--- config.mk ---
export PLATFORM = sky130hd
export DESIGN_NAME = layer_compositor
export DESIGN_NICKNAME = d
export VERILOG_FILES = /design/src/rtl/layer_compositor.sv
export SDC_FILE = /design/constraint.sdc
export NUM_CORES = 2
export LEC_CHECK = 0
export BUFFER_PORTS_ARGS = -buffer_cell sky130_fd_sc_hd__clkbuf_2
export CAP_MARGIN = 20
export CELL_PAD_IN_SITES_DETAIL_PLACEMENT = 0
export CELL_PAD_IN_SITES_GLOBAL_PLACEMENT = 2
export CORE_UTILIZATION = 50
export DETAILED_ROUTE_END_ITERATION = 6
export GPL_ROUTABILITY_DRIVEN = 0
export GPL_TIMING_DRIVEN = 0
export PLACE_DENSITY = 0.84
export REMOVE_ABC_BUFFERS = 1
export SLEW_MARGIN = 20
export SYNTH_ARGS = -nofsm -noshare
export SYNTH_HDL_FRONTEND = slang
export SYNTH_SLANG_ARGS = --single-unit
--- constraint.sdc ---
create_clock -name Clk -period 5.03 [get_ports Clk]
set_clock_uncertainty 0.1 [all_clocks]
set_input_delay 1.2575 -clock Clk [delete_from_list [all_inputs] [get_ports Clk]]
set_output_delay 1.2575 -clock Clk [all_outputs]
set_load 0.05 [all_outputs]
--- src/rtl/layer_compositor.sv ---
// layer_compositor: two-stage VGA pixel compositor that stacks NUM_LAYERS windowed layers over a gradient.
// Optional palette cross-fade on bank switch is built when LAYER_COMPOSITOR_FADE_EN is defined.
module layer_compositor #(
  parameter int NUM_LAYERS  = 4,
  parameter int IDX_W       = 4,
  parameter int COORD_W     = 10,
  parameter int FADE_FRAMES = 16
) (
  input  logic                         Clk,
  input  logic                         Reset,
  input  logic                         frame_start,
  input  logic                         pix_valid,
  input  logic [COORD_W-1:0]           DrawX,
  input  logic [COORD_W-1:0]           DrawY,
  input  logic [IDX_W-1:0]             idx_in,
  input  logic [24*(NUM_LAYERS-1)-1:0] layer_rgb,
  input  logic [NUM_LAYERS-1:0]        layer_en,
  input  logic                         bank_req,
  input  logic                         cfg_we,
  input  logic [7:0]                   cfg_addr,
  input  logic [23:0]                  cfg_wdata,
  output logic [7:0]                   VGA_R,
  output logic [7:0]                   VGA_G,
  output logic [7:0]                   VGA_B,
  output logic                         out_valid,
  output logic                         fade_busy
);

  localparam int PAL_N = 1 << IDX_W;

  // Configuration registers
  logic [23:0] pal_q [2][PAL_N];
  logic [11:0] wx0_q [NUM_LAYERS];
  logic [11:0] wx1_q [NUM_LAYERS];
  logic [11:0] wy0_q [NUM_LAYERS];
  logic [11:0] wy1_q [NUM_LAYERS];
  logic [23:0] key_q;

  // NOTE: the palette is a small register file, not a RAM macro, so it can be cleared by reset.
  always_ff @(posedge Clk) begin
    if (Reset) begin
      for (int b = 0; b < 2; b++)
        for (int i = 0; i < PAL_N; i++)
          pal_q[b][i] <= '0;
      for (int l = 0; l < NUM_LAYERS; l++) begin
        wx0_q[l] <= '1;
        wx1_q[l] <= '0;
        wy0_q[l] <= '1;
        wy1_q[l] <= '0;
      end
      key_q <= 24'hFFFFFF;
    end else if (cfg_we) begin
      for (int i = 0; i < PAL_N; i++)
        if (cfg_addr[7:5] == 3'b000 && cfg_addr[3:0] == 4'(i))
          pal_q[cfg_addr[4]][i] <= cfg_wdata;
      for (int l = 0; l < NUM_LAYERS; l++) begin
        if (cfg_addr == 8'(8'h40 + 2 * l)) begin
          wx0_q[l] <= cfg_wdata[11:0];
          wx1_q[l] <= cfg_wdata[23:12];
        end
        if (cfg_addr == 8'(8'h41 + 2 * l)) begin
          wy0_q[l] <= cfg_wdata[11:0];
          wy1_q[l] <= cfg_wdata[23:12];
        end
      end
      if (cfg_addr == 8'h60)
        key_q <= cfg_wdata;
    end
  end

  // Bank / fade state; it only moves on frame_start so a whole frame shares one blend.
  logic cur_bank_q, cur_bank_d;

`ifdef LAYER_COMPOSITOR_FADE_EN
  localparam int FW = $clog2(FADE_FRAMES);
  localparam int AW = 8 + FW + 1;
  localparam logic [FW:0] W_FULL = (FW + 1)'(FADE_FRAMES);
  localparam logic [FW:0] W_LAST = (FW + 1)'(FADE_FRAMES - 1);

  logic [FW:0] w_q, w_d;
  logic        busy_q, busy_d;

  // NOTE: every always_comb output gets a default first, so no path leaves it unassigned (no latch).
  always_comb begin
    w_d        = w_q;
    busy_d     = busy_q;
    cur_bank_d = cur_bank_q;
    if (frame_start) begin
      if (busy_q) begin
        if (w_q == W_LAST) begin
          cur_bank_d = ~cur_bank_q;
          w_d        = '0;
          busy_d     = 1'b0;
        end else begin
          w_d = w_q + 1'b1;
        end
      end else if (bank_req != cur_bank_q) begin
        w_d    = (FW + 1)'(1);
        busy_d = 1'b1;
      end
    end
  end

  always_ff @(posedge Clk) begin
    if (Reset) begin
      cur_bank_q <= 1'b0;
      w_q        <= '0;
      busy_q     <= 1'b0;
    end else begin
      cur_bank_q <= cur_bank_d;
      w_q        <= w_d;
      busy_q     <= busy_d;
    end
  end

  assign fade_busy = busy_q;

  // Truncating per-channel blend: (old*(F-w) + new*w) >> log2(F).
  function automatic logic [7:0] blend(input logic [7:0] old_c, input logic [7:0] new_c,
                                       input logic [FW:0] w);
    logic [AW-1:0] acc;
    acc = AW'(old_c) * AW'(W_FULL - w) + AW'(new_c) * AW'(w);
    return 8'(acc >> FW);
  endfunction
`else
  always_comb begin
    cur_bank_d = cur_bank_q;
    if (frame_start && bank_req != cur_bank_q)
      cur_bank_d = ~cur_bank_q;
  end

  always_ff @(posedge Clk) begin
    if (Reset) cur_bank_q <= 1'b0;
    else       cur_bank_q <= cur_bank_d;
  end

  assign fade_busy = 1'b0;
`endif

  // Stage 1: window hits, palette reads of both banks, operand capture
  logic [11:0]                  dx_c, dy_c;
  logic [NUM_LAYERS-1:0]        hit_d;
  logic                         v1_q;
  logic [6:0]                   bgx1_q;
  logic [23:0]                  p0_q, p1_q;
  logic [24*(NUM_LAYERS-1)-1:0] rgb1_q;
  logic [NUM_LAYERS-1:0]        en1_q, hit1_q;

  assign dx_c = 12'(DrawX);
  assign dy_c = 12'(DrawY);

  always_comb begin
    hit_d = '0;
    for (int l = 0; l < NUM_LAYERS; l++)
      hit_d[l] = (dx_c >= wx0_q[l]) && (dx_c <= wx1_q[l]) &&
                 (dy_c >= wy0_q[l]) && (dy_c <= wy1_q[l]);
  end

  // NOTE: sequential state uses non-blocking assignments so every register samples pre-edge values.
  always_ff @(posedge Clk) begin
    if (Reset) begin
      v1_q   <= 1'b0;
      bgx1_q <= '0;
      p0_q   <= '0;
      p1_q   <= '0;
      rgb1_q <= '0;
      en1_q  <= '0;
      hit1_q <= '0;
    end else begin
      v1_q   <= pix_valid;
      bgx1_q <= DrawX[9:3];
      p0_q   <= pal_q[0][idx_in];
      p1_q   <= pal_q[1][idx_in];
      rgb1_q <= layer_rgb;
      en1_q  <= layer_en;
      hit1_q <= hit_d;
    end
  end

  // Stage 2: blend, priority resolve, output register
  logic [23:0] old_c, l0_c, bg_c, col_d;
  logic [23:0] rgb_q;
  logic        v2_q;
`ifdef LAYER_COMPOSITOR_FADE_EN
  logic [23:0] new_c;
`endif

  always_comb begin
    old_c = cur_bank_q ? p1_q : p0_q;
`ifdef LAYER_COMPOSITOR_FADE_EN
    new_c = cur_bank_q ? p0_q : p1_q;
    l0_c  = {blend(old_c[23:16], new_c[23:16], w_q),
             blend(old_c[15:8],  new_c[15:8],  w_q),
             blend(old_c[7:0],   new_c[7:0],   w_q)};
`else
    l0_c  = old_c;
`endif
    bg_c  = {8'hFF - {1'b0, bgx1_q} - 8'd60,
             8'hD8 - {1'b0, bgx1_q} - 8'd60,
             8'h9B};
    col_d = bg_c;
    if (en1_q[0] && hit1_q[0])
      col_d = l0_c;
    // Later layers override earlier ones; key-coloured pixels fall through.
    for (int l = 1; l < NUM_LAYERS; l++)
      if (en1_q[l] && hit1_q[l] && rgb1_q[24*(l-1) +: 24] != key_q)
        col_d = rgb1_q[24*(l-1) +: 24];
    if (!v1_q)
      col_d = '0;
  end

  always_ff @(posedge Clk) begin
    if (Reset) begin
      v2_q  <= 1'b0;
      rgb_q <= '0;
    end else begin
      v2_q  <= v1_q;
      rgb_q <= col_d;
    end
  end

  assign out_valid = v2_q;
  assign VGA_R     = rgb_q[23:16];
  assign VGA_G     = rgb_q[15:8];
  assign VGA_B     = rgb_q[7:0];

endmodule

==> impl_metrics.ini <==
[run_status]
status = completed

[critical_path]
startpoint_type = input port
cp-startpoint = Reset
crit_type = input port to flop
crit_path_cell_trace = clkbuf_8 > nor4_4 > buf_6 > buf_6 > nor2b_1 > nand3_1 > nor2_4 > or2_2
crit_required_ps = 5240
timing.rr.start = key_q[20]
worst-path-max-fanout = 84
cp.arrival_ps = 4730
crit_path_frequent_cell = buf_6
end_kind = flop
max_stage_delay_ps = 800
slowest_stage = or2_2

[final_layout]
finalNonFillerCells = 4854
final_area_mm2 = 0.0574
area_growth_pct = 13.5
drive_gt1_share_pct = 19.7
nets = 3751

[clock_network]
htreeDepth = 3
clock-root-buffer = clkbuf_16
post_cts_resized = 0
numCtsBuffers = 114
cts_buffer_depth = 3
clk_pin_slew_ps = 60
insertion_delay_ps = 700
post_cts_buffers = 0
holdBufCountCts = 0
cts.sinks = 1146
tritoncts = built

[synth]
synth_top_area_share_pct = 57.0
ys.flop_type = edfxtp_1
synth-seq-cells = 1146
synth_area_leaders = edfxtp_1, mux4_2, dfxtp_1
synth_area_per_cell_um2 = 15.2
ys_warn_count = 0
synth_cell_types = 60
synth-seq-area-share_pct = 64.3
synth-edff-count = 960
syn_inst = 3337
synth_top_area_cell = edfxtp_1
async_flop_share_pct = 0
synthesis.area_mm2 = 0.0506

[global_route]
grt_pass1_vias = 29100
antenna_found_initial = 17
grt-ovfl-total = 0
track_usage_pct = 25.7
grt_pass1_wl_um = 190000
grt_max_degree = 108

[timing]
layout_min_cycle_time_ps = 4520
maxSlewViolCount = 0
final.setup.tns_ps = 0
fmax_ghz = 0.221
tightestPinTransition_ps = 1060
hold_violations = 0
period_share_pct = 89.9
max-slew-margin-rel_pct = 29.1
rsz0062_at_grt = false
fin_hold_ws_ps = 404
setup_violations = 0

[flow_run]
maxCapViolCount = 0

[pwr]
p_per_area_mw_per_mm2 = 372
power_leakage_nw = 20.8
vdd.ir_drop.worst_mv = 0.274

[min_path]
hp-start = rgb1_q[64]
min_path_type = flop to flop

[drt]
drtIter0Drc = 2689
dr.pass1.iters = 6
routed-via-count = 28300
wirelength_um = 131000
drc_errors = 0
antenna_left = 0
wl_per_cell_um = 27.0
via_per_inst = 5.82

[floorplan]
die_height_um = 320
dieArea_mm2 = 0.102
initial_core_util_pct = 50.5
row_count = 116
coreArea_mm2 = 0.100
die_w_um = 320
io_pins = 164

[placement]
port-buffer-count = 162
dp_cells = 4632
dp_hpwl_um = 83200
dpl_cell_area_mm2 = 0.0536
worst max-delay path, delay by kind of cell:
kind | cells | cell delay, ps
simple gates | 5 | 2570
buf+inv | 3 | 720
synth_stat cells (3+ instances only):
cell type	instances
nor4_1	17
buf_1	4
a21oi_1	64
clkbuf_1	172
o21ai_0	34
edfxtp_1	960
and2_1	529
mux4_2	240
o31ai_1	4
o21a_1	12
buf_4	7
a211o_1	26
nand3_1	14
nor2b_1	180
o21ai_1	9
o211ai_1	12
mux2i_1	31
or2_2	18
mux2_1	12
a211oi_1	9
ha_1	163
xnor2_1	53
or4_1	3
a21o_1	30
a22o_1	5
mux2_2	6
nand2_1	50
nand4_1	34
o221ai_1	6
or3_1	97
inv_1	158
buf_2	31
o2bb2ai_1	9
o21bai_1	8
o22ai_1	3
a31oi_1	8
nand2b_1	18
xor2_1	26
dfxtp_1	186
nor2_1	48
nor3_1	17
state kept, by name, indices dropped and copies added (netlist names), 48 cells and up:
signal,count
pal_q,768
rgb1_q,72
wx0_q,48
wx1_q,48
wy0_q,48
wy1_q,48
cell families after synthesis:
logic type / synth area share (%)
buf+inv: 2.94
mux: 11.7
flops: 64.3
other cells: 0.00741
compound gates: 3.35
simple gates: 12.3
xor+xnor: 1.37
fa+ha+maj: 4.03
per-layer routing:
| metal | GRT usage, % | routed length, um | vias up |
|---|---|---|---|
| met2 | 44.3 | 65900 | 938 |
| met1 | 33.7 | 52300 | 14600 |
| met3 | 3.85 | 9070 | 188 |
| met4 | 7.81 | 3670 | 4 |
| met5 | 0 | 27 | - |
| li1 | - | - | 12600 |
through the flow:
stage	utilization, %	setup WS, ps	power, W
3_5_place_dp	53.5	-107	0.0129
3_3_place_gp	52.1	-6220	0.0129
5_1_grt	57.3	408	0.0220
2_1_floorplan	-	160	0.0120
4_1_cts	57.3	631	0.0215
6_report	57.3	508	0.0214
final cells by class:
cell class	count	area [um2]
fill	7627	42700
sequential	1146	32600
multi-input combinational	1816	16900
clock buffer	156	3140
timing repair buffer	213	1870
tap	1298	1620
clock inverter	61	698
inverter	159	597
antenna	5	12.5
placed cells by master (no fill, tap or decap), types with 9 or more instances in the layout:
master / instances
a211o_1: 26
a211oi_1: 9
a21o_1: 30
a21oi_1: 47
a21oi_4: 17
and2_1: 529
buf_16: 27
buf_6: 14
bufinv_16: 13
clkbuf_1: 30
clkbuf_16: 115
clkbuf_2: 157
clkbuf_8: 15
clkinv_1: 16
clkinv_2: 25
dfxtp_1: 185
edfxtp_1: 960
ha_1: 163
inv_1: 158
mux2_1: 12
mux2i_1: 31
mux4_2: 240
nand2_1: 50
nand2b_1: 18
nand3_1: 14
nand4_1: 34
nor2_1: 33
nor2_4: 11
nor2b_1: 179
nor3_1: 16
nor4_1: 17
o211ai_1: 12
o21a_1: 12
o21ai_0: 34
o21ai_1: 9
o2bb2ai_1: 9
or2_2: 18
or3_1: 96
xnor2_1: 53
xor2_1: 26
final timing paths:
check / end / slack [ps] / cells after the start
setup / recovery: pal_q[0][71] / 510 / 8
hold / removal: rgb_q[16] / 400 / 1
setup reg to reg: rgb_q[13] / 1580 / 7
hold reg to reg: rgb_q[16] / 400 / 1
power breakdown:
group | internal (W) | switching [W] | leakage [nW]
Sequential | 0.0108 | 0.000174 | 10.7
Combinational | 0.000720 | 0.00102 | 8.17
Clock | 0.00505 | 0.00361 | 1.89
Total | 0.0166 | 0.00481 | 20.8
(Power assumes the default switching activity.)
